### src/rtl/kms_packet_arbiter.sv
// Arbitrates three packet sources onto the single 40-bit slot of the serial KMS sender.
// It offers one packet at a time, waits out a hold-off after each retrieve and counts losses and timeouts.
module kms_packet_arbiter #(
  parameter int ROUND_ROBIN    = 1,
  parameter int HOLDOFF_CYCLES = 1,
  parameter int OFFER_TIMEOUT  = 255
) (
  input  logic         clk,
  input  logic         reset,
  input  logic [2:0]   req_valid,
  input  logic [119:0] req_data,
  output logic [2:0]   req_ready,
  output logic [39:0]  out_data,
  output logic         out_valid,
  input  logic         out_retrieved,
  input  logic         out_loss,
  output logic [1:0]   grant_id,
  output logic         busy,
  output logic [7:0]   loss_count,
  output logic [7:0]   timeout_count
);

  localparam int DATA_W = 40;
  localparam logic [7:0] TIMER_LAST = 8'(OFFER_TIMEOUT - 1);
  localparam logic [3:0] HOLD_LAST  = 4'(HOLDOFF_CYCLES - 1);
  localparam logic [1:0] NO_GRANT   = 2'd3;

  typedef enum logic [1:0] {IDLE, OFFER, HOLDOFF} state_t;

  state_t              state_q, state_d;
  logic [DATA_W-1:0]   data_q, data_d;
  logic                valid_q, valid_d;
  logic [2:0]          ready_q, ready_d;
  logic [1:0]          gid_q, gid_d;
  logic                busy_q, busy_d;
  logic [7:0]          loss_cnt_q, loss_cnt_d;
  logic [7:0]          to_cnt_q, to_cnt_d;
  logic                loss_prev_q, loss_prev_d;
  logic [1:0]          last_q, last_d;
  logic [7:0]          timer_q, timer_d;
  logic [3:0]          hold_q, hold_d;
  logic [1:0]          winner;

  function automatic logic [7:0] sat_inc8(input logic [7:0] v);
    return (v == 8'hff) ? v : v + 8'd1;
  endfunction

  // Search order starts just after the last winner in rotating mode, always at 0 in fixed mode.
  function automatic logic [1:0] pick_winner(input logic [2:0] vld, input logic [1:0] last);
    logic [1:0] o0, o1, o2;
    o0 = 2'd0;
    o1 = 2'd1;
    o2 = 2'd2;
    if (ROUND_ROBIN != 0) begin
      case (last)
        2'd0:    begin o0 = 2'd1; o1 = 2'd2; o2 = 2'd0; end
        2'd1:    begin o0 = 2'd2; o1 = 2'd0; o2 = 2'd1; end
        default: begin o0 = 2'd0; o1 = 2'd1; o2 = 2'd2; end
      endcase
    end
    if (vld[o0])      return o0;
    else if (vld[o1]) return o1;
    else              return o2;
  endfunction

  always_comb begin
    state_d     = state_q;
    data_d      = data_q;
    valid_d     = valid_q;
    ready_d     = 3'b000;
    gid_d       = gid_q;
    loss_cnt_d  = loss_cnt_q;
    to_cnt_d    = to_cnt_q;
    loss_prev_d = out_loss;
    last_d      = last_q;
    timer_d     = timer_q;
    hold_d      = hold_q;
    winner      = pick_winner(req_valid, last_q);

    if (out_loss && !loss_prev_q) loss_cnt_d = sat_inc8(loss_cnt_q);

    case (state_q)
      IDLE: begin
        if (|req_valid) begin
          data_d  = req_data[DATA_W*winner +: DATA_W];
          valid_d = 1'b1;
          gid_d   = winner;
          ready_d = 3'b001 << winner;
          last_d  = winner;
          timer_d = 8'd0;
          state_d = OFFER;
        end
      end
      // A retrieve on the expiry edge wins over the timeout.
      OFFER: begin
        if (out_retrieved) begin
          valid_d = 1'b0;
          hold_d  = 4'd0;
          state_d = HOLDOFF;
        end else if (timer_q == TIMER_LAST) begin
          valid_d  = 1'b0;
          to_cnt_d = sat_inc8(to_cnt_q);
          gid_d    = NO_GRANT;
          state_d  = IDLE;
        end else begin
          timer_d = timer_q + 8'd1;
        end
      end
      // The sender's registered retrieve echo lands here and is ignored.
      HOLDOFF: begin
        if (hold_q == HOLD_LAST) begin
          gid_d   = NO_GRANT;
          state_d = IDLE;
        end else begin
          hold_d = hold_q + 4'd1;
        end
      end
      default: state_d = IDLE;
    endcase

    busy_d = (state_d != IDLE);
  end

  always_ff @(posedge clk or posedge reset) begin
    if (reset) begin
      state_q     <= IDLE;
      data_q      <= '0;
      valid_q     <= 1'b0;
      ready_q     <= 3'b000;
      gid_q       <= NO_GRANT;
      busy_q      <= 1'b0;
      loss_cnt_q  <= 8'd0;
      to_cnt_q    <= 8'd0;
      loss_prev_q <= 1'b0;
      last_q      <= 2'd2;
      timer_q     <= 8'd0;
      hold_q      <= 4'd0;
    end else begin
      state_q     <= state_d;
      data_q      <= data_d;
      valid_q     <= valid_d;
      ready_q     <= ready_d;
      gid_q       <= gid_d;
      busy_q      <= busy_d;
      loss_cnt_q  <= loss_cnt_d;
      to_cnt_q    <= to_cnt_d;
      loss_prev_q <= loss_prev_d;
      last_q      <= last_d;
      timer_q     <= timer_d;
      hold_q      <= hold_d;
    end
  end

  assign req_ready     = ready_q;
  assign out_data      = data_q;
  assign out_valid     = valid_q;
  assign grant_id      = gid_q;
  assign busy          = busy_q;
  assign loss_count    = loss_cnt_q;
  assign timeout_count = to_cnt_q;

endmodule

### config.mk
export PLATFORM = sky130hd
export DESIGN_NAME = kms_packet_arbiter
export DESIGN_NICKNAME = d
export VERILOG_FILES = /design/src/rtl/kms_packet_arbiter.sv
export SDC_FILE = /design/constraint.sdc
export NUM_CORES = 1
export LEC_CHECK = 0
export CORE_ASPECT_RATIO = 2
export CORE_UTILIZATION = 34
export DETAILED_ROUTE_END_ITERATION = 10
export DONT_BUFFER_PORTS = 1
export PLACE_DENSITY = 0.54
export SETUP_SLACK_MARGIN = 0.15
export SLEW_MARGIN = 10
export SYNTH_ARGS = -nofsm -noshare
export SYNTH_HDL_FRONTEND = slang
export SYNTH_SLANG_ARGS = --single-unit
### constraint.sdc
create_clock -name clk -period 5.6 [get_ports clk]
set_input_delay 1.12 -clock clk [delete_from_list [all_inputs] [get_ports clk]]
set_output_delay 1.12 -clock clk [all_outputs]
set_load 0.01 [all_outputs]
==> results.md <==
- Setup repair bufs after CTS: 0
- Seq cells post-synth: 80
- Most frequent cells in the layout: dfrtp_1, a32oi_1, nand2_1
- Synth warnings: 0
- Initial cell density of the core: about a third
- WL per Instance: 21.3 um
- CP top delay family: compound AO/OA/AOI/OAI gates
- Detailed router's first-iteration violation count: between 100 and 150
- Placed insts: between 500 and 600
- Clk root buf: clkbuf_16
- Share of cells above drive strength 1: 9.65%
- Critical Path RT: 5.81 ns
- Clk slew on worst S/H paths: approximately 0.060 ns
- Finished Layout Cells: 551
- Synth Instances: just over 400
- Worst Setup Slack, final: approximately 3 ns
- Sequential share of the synthesized area: 47.4%
- CTS tree: done
- Worst VDD drop: approximately 0.26 mV
- Least-Margin Pin Slew: ~1.1 ns
- R2R setup slack: roughly 3.1 ns
- Clock skew: around 0.0067 ns
- Crit end category: flop
- Syn_nets: between 500 and 600
- Via density: around 6.3
- CTS Sinks: 80
- DRT Wirelength: 11700 um
- R2r worst-path depth: 6
- Hold_ws: about 0.48 ns
- Total CTS buffers: 9
- CP Max Fanout: 25
- Total track usage: between 10% and 20%
- Run status: completed
- # hold bufs at CTS: 0
- Fmax: 391 MHz
- Pre-CTS setup slack: roughly 2.7 ns
- First-pass GRT wire length: between 15000 and 20000 um
- Die W: approximately 81 um
- Crit Reg-Reg Startpoint: state_q[1]
- Unrepaired setup endpoints after global routing: false
- Fin Setup TNS: 0 ns
- Slowest stage delay, CP: 0.81 ns
- Clock latency on the worst-skew pair: between 0.3 and 0.4 ns
- CP Class: input pin to flop
- Setup-failing EPs final: 0
- FFs w/ async S/R, synth: 100%
- Final Wtd Congestion: about 0.87
- Clock Path Buffers: 2
- Port-buffer cells: 0
- FP Rows: 57
- DRT Pass-1 Iters: 4
- H-tree lvl count: 3
- CP startpoint kind: input pin
- CP Data Arrival Time: approximately 2.8 ns
- Mapped Avg Cell Area: roughly 10 um2
- DIE AREA: 12900 um2
- Vias: around 3500
- Post-CTS sizing: 0
- Post-synth EDFFs: 0
- Hold Violations, Final: 0
- Grt ovf: 0
- Commonest non-fill, non-tap cell in the layout: dfrtp_1
- Filler cells: about 1200
- N_diodes: 0
- Count of buffer and inverter cells on the critical path: 0
- Netlist cell types: just over 60
- Initial antenna violation count: 0
- Hold Crit Class: flop to flop
- Core Region: around 12000 um2
- ANT nets after route: 0
- Util after Layout: around 38%
- Setup crit end: out_data[34]
- Max Slew Vio Count: 0
- Mapped Area: 4230 um2
- Crit path time final: roughly 2.6 ns
- Critical Path, Cell by Cell: o31ai_4 > nor2b_1 > a221o_1
- Crit path from: req_valid[1]
- Final #Nets: ~540
- Vias in the first global route: about 3600
- Drt drc: 0
- Dpl hpwl: 8550 um
- P&R area growth vs syn: 10.1%
- LEAKAGE: roughly 0.0019 uW
- I/O pins: 190
- Crit path depth: 3
- Ys flop type: dfrtp_1
- Slew margin rel.: ~23%
- Largest net degree at the start of global routing: 81
- Reg2reg end: timer_q[5]
- Maxcap violations: 0
- Die height: roughly 160 um
- Pwr dens: around 570 nW/um2
- Period utilization: 45.6%
- Slowest CP cell: o31ai_4
where the power goes:
group	total, uW	leakage [uW]	switching [uW]	internal (uW)
clock	635	0.000152	233	402
combinational	933	0.000767	582	350
sequential	1080	0.00102	279	798
stage by stage:
stage               power [uW]  cell area [um2]
floorplan                 1780             4230
global placement          1990             4340
detailed placement        2030             4340
CTS                       2670             4660
global route              2820             4660
finish                    2650             4660
layer usage:
layer  wire length, um  global-route usage, %  vias up
li1                  -                      -     1585
met1              4400                   20.0     1706
met2              6330                   32.4      150
met3               617                   4.17       27
met4               384                   9.58        0
met5                 0                      0        -
worst min path at each step:
stage / cells after the start / from / slack, ns / to
global placement: 1 / hold_q[3] / 0.47 / hold_q[3]
detailed placement: 1 / hold_q[3] / 0.47 / hold_q[3]
finish: 1 / hold_q[3] / 0.48 / hold_q[3]
global route: 1 / hold_q[3] / 0.51 / hold_q[3]
CTS: 1 / hold_q[3] / 0.48 / hold_q[3]
floorplan: 1 / hold_q[3] / 0.45 / hold_q[3]
cells by family after synthesis:
| group | synth area share [%] |
|---|---|
| AO/OA/AOI/OAI | 27.4 |
| XOR/XNOR | 1.66 |
| adder cells (fa/ha/maj) | 2.96 |
| buffers and inverters | 5.20 |
| flip-flops | 47.4 |
| multiplexers | 2.28 |
| AND/OR/NAND/NOR | 13.1 |
flip-flops by register name, indices dropped and copies added, names as in the netlist:
signal,flops
loss_prev_q,1
timeout_count,8
grant_id,2
req_ready,3
timer_q,8
state_q,2
last_q,2
busy,1
loss_count,8
hold_q,4
out_data,40
out_valid,1
cell usage after synthesis, types with 5 or more instances:
library cell	n	area (um2)
inv_1	23	86.3
xor2_1	7	61.3
dfrtp_1	77	1930
o31ai_1	13	97.6
nand3_1	14	70.1
buf_2	5	25.0
nor2b_1	7	43.8
o21ai_1	23	115
a221o_1	10	100
and3_1	5	31.3
ha_1	10	125
nand2_1	23	86.3
nand2b_1	9	56.3
a21oi_1	11	55.1
clkbuf_1	22	82.6
nor2_1	9	33.8
o21ai_0	14	70.1
a32oi_1	60	526
worst register-to-register path, delay by kind of cell, from the launching register on:
family | cells | cell delay (ns)
AO/OA/AOI/OAI | 3 | 1.27
flip-flops | 1 | 0.42
buffers and inverters | 1 | 0.09
AND/OR/NAND/NOR | 1 | 0.15
adder cells (fa/ha/maj) | 1 | 0.45
area by class of cell:
class	count	area [um2]	area share [%]
multi-input cells	279	2010	43.2
clock inverters	5	80.1	1.72
repair buffers	6	45.0	0.967
clock buffers	11	243	5.21
well taps	147	184	3.95
flip-flops and latches	80	2010	43.1
inverters	23	87.6	1.88
Power figures use the tool's default switching activity.
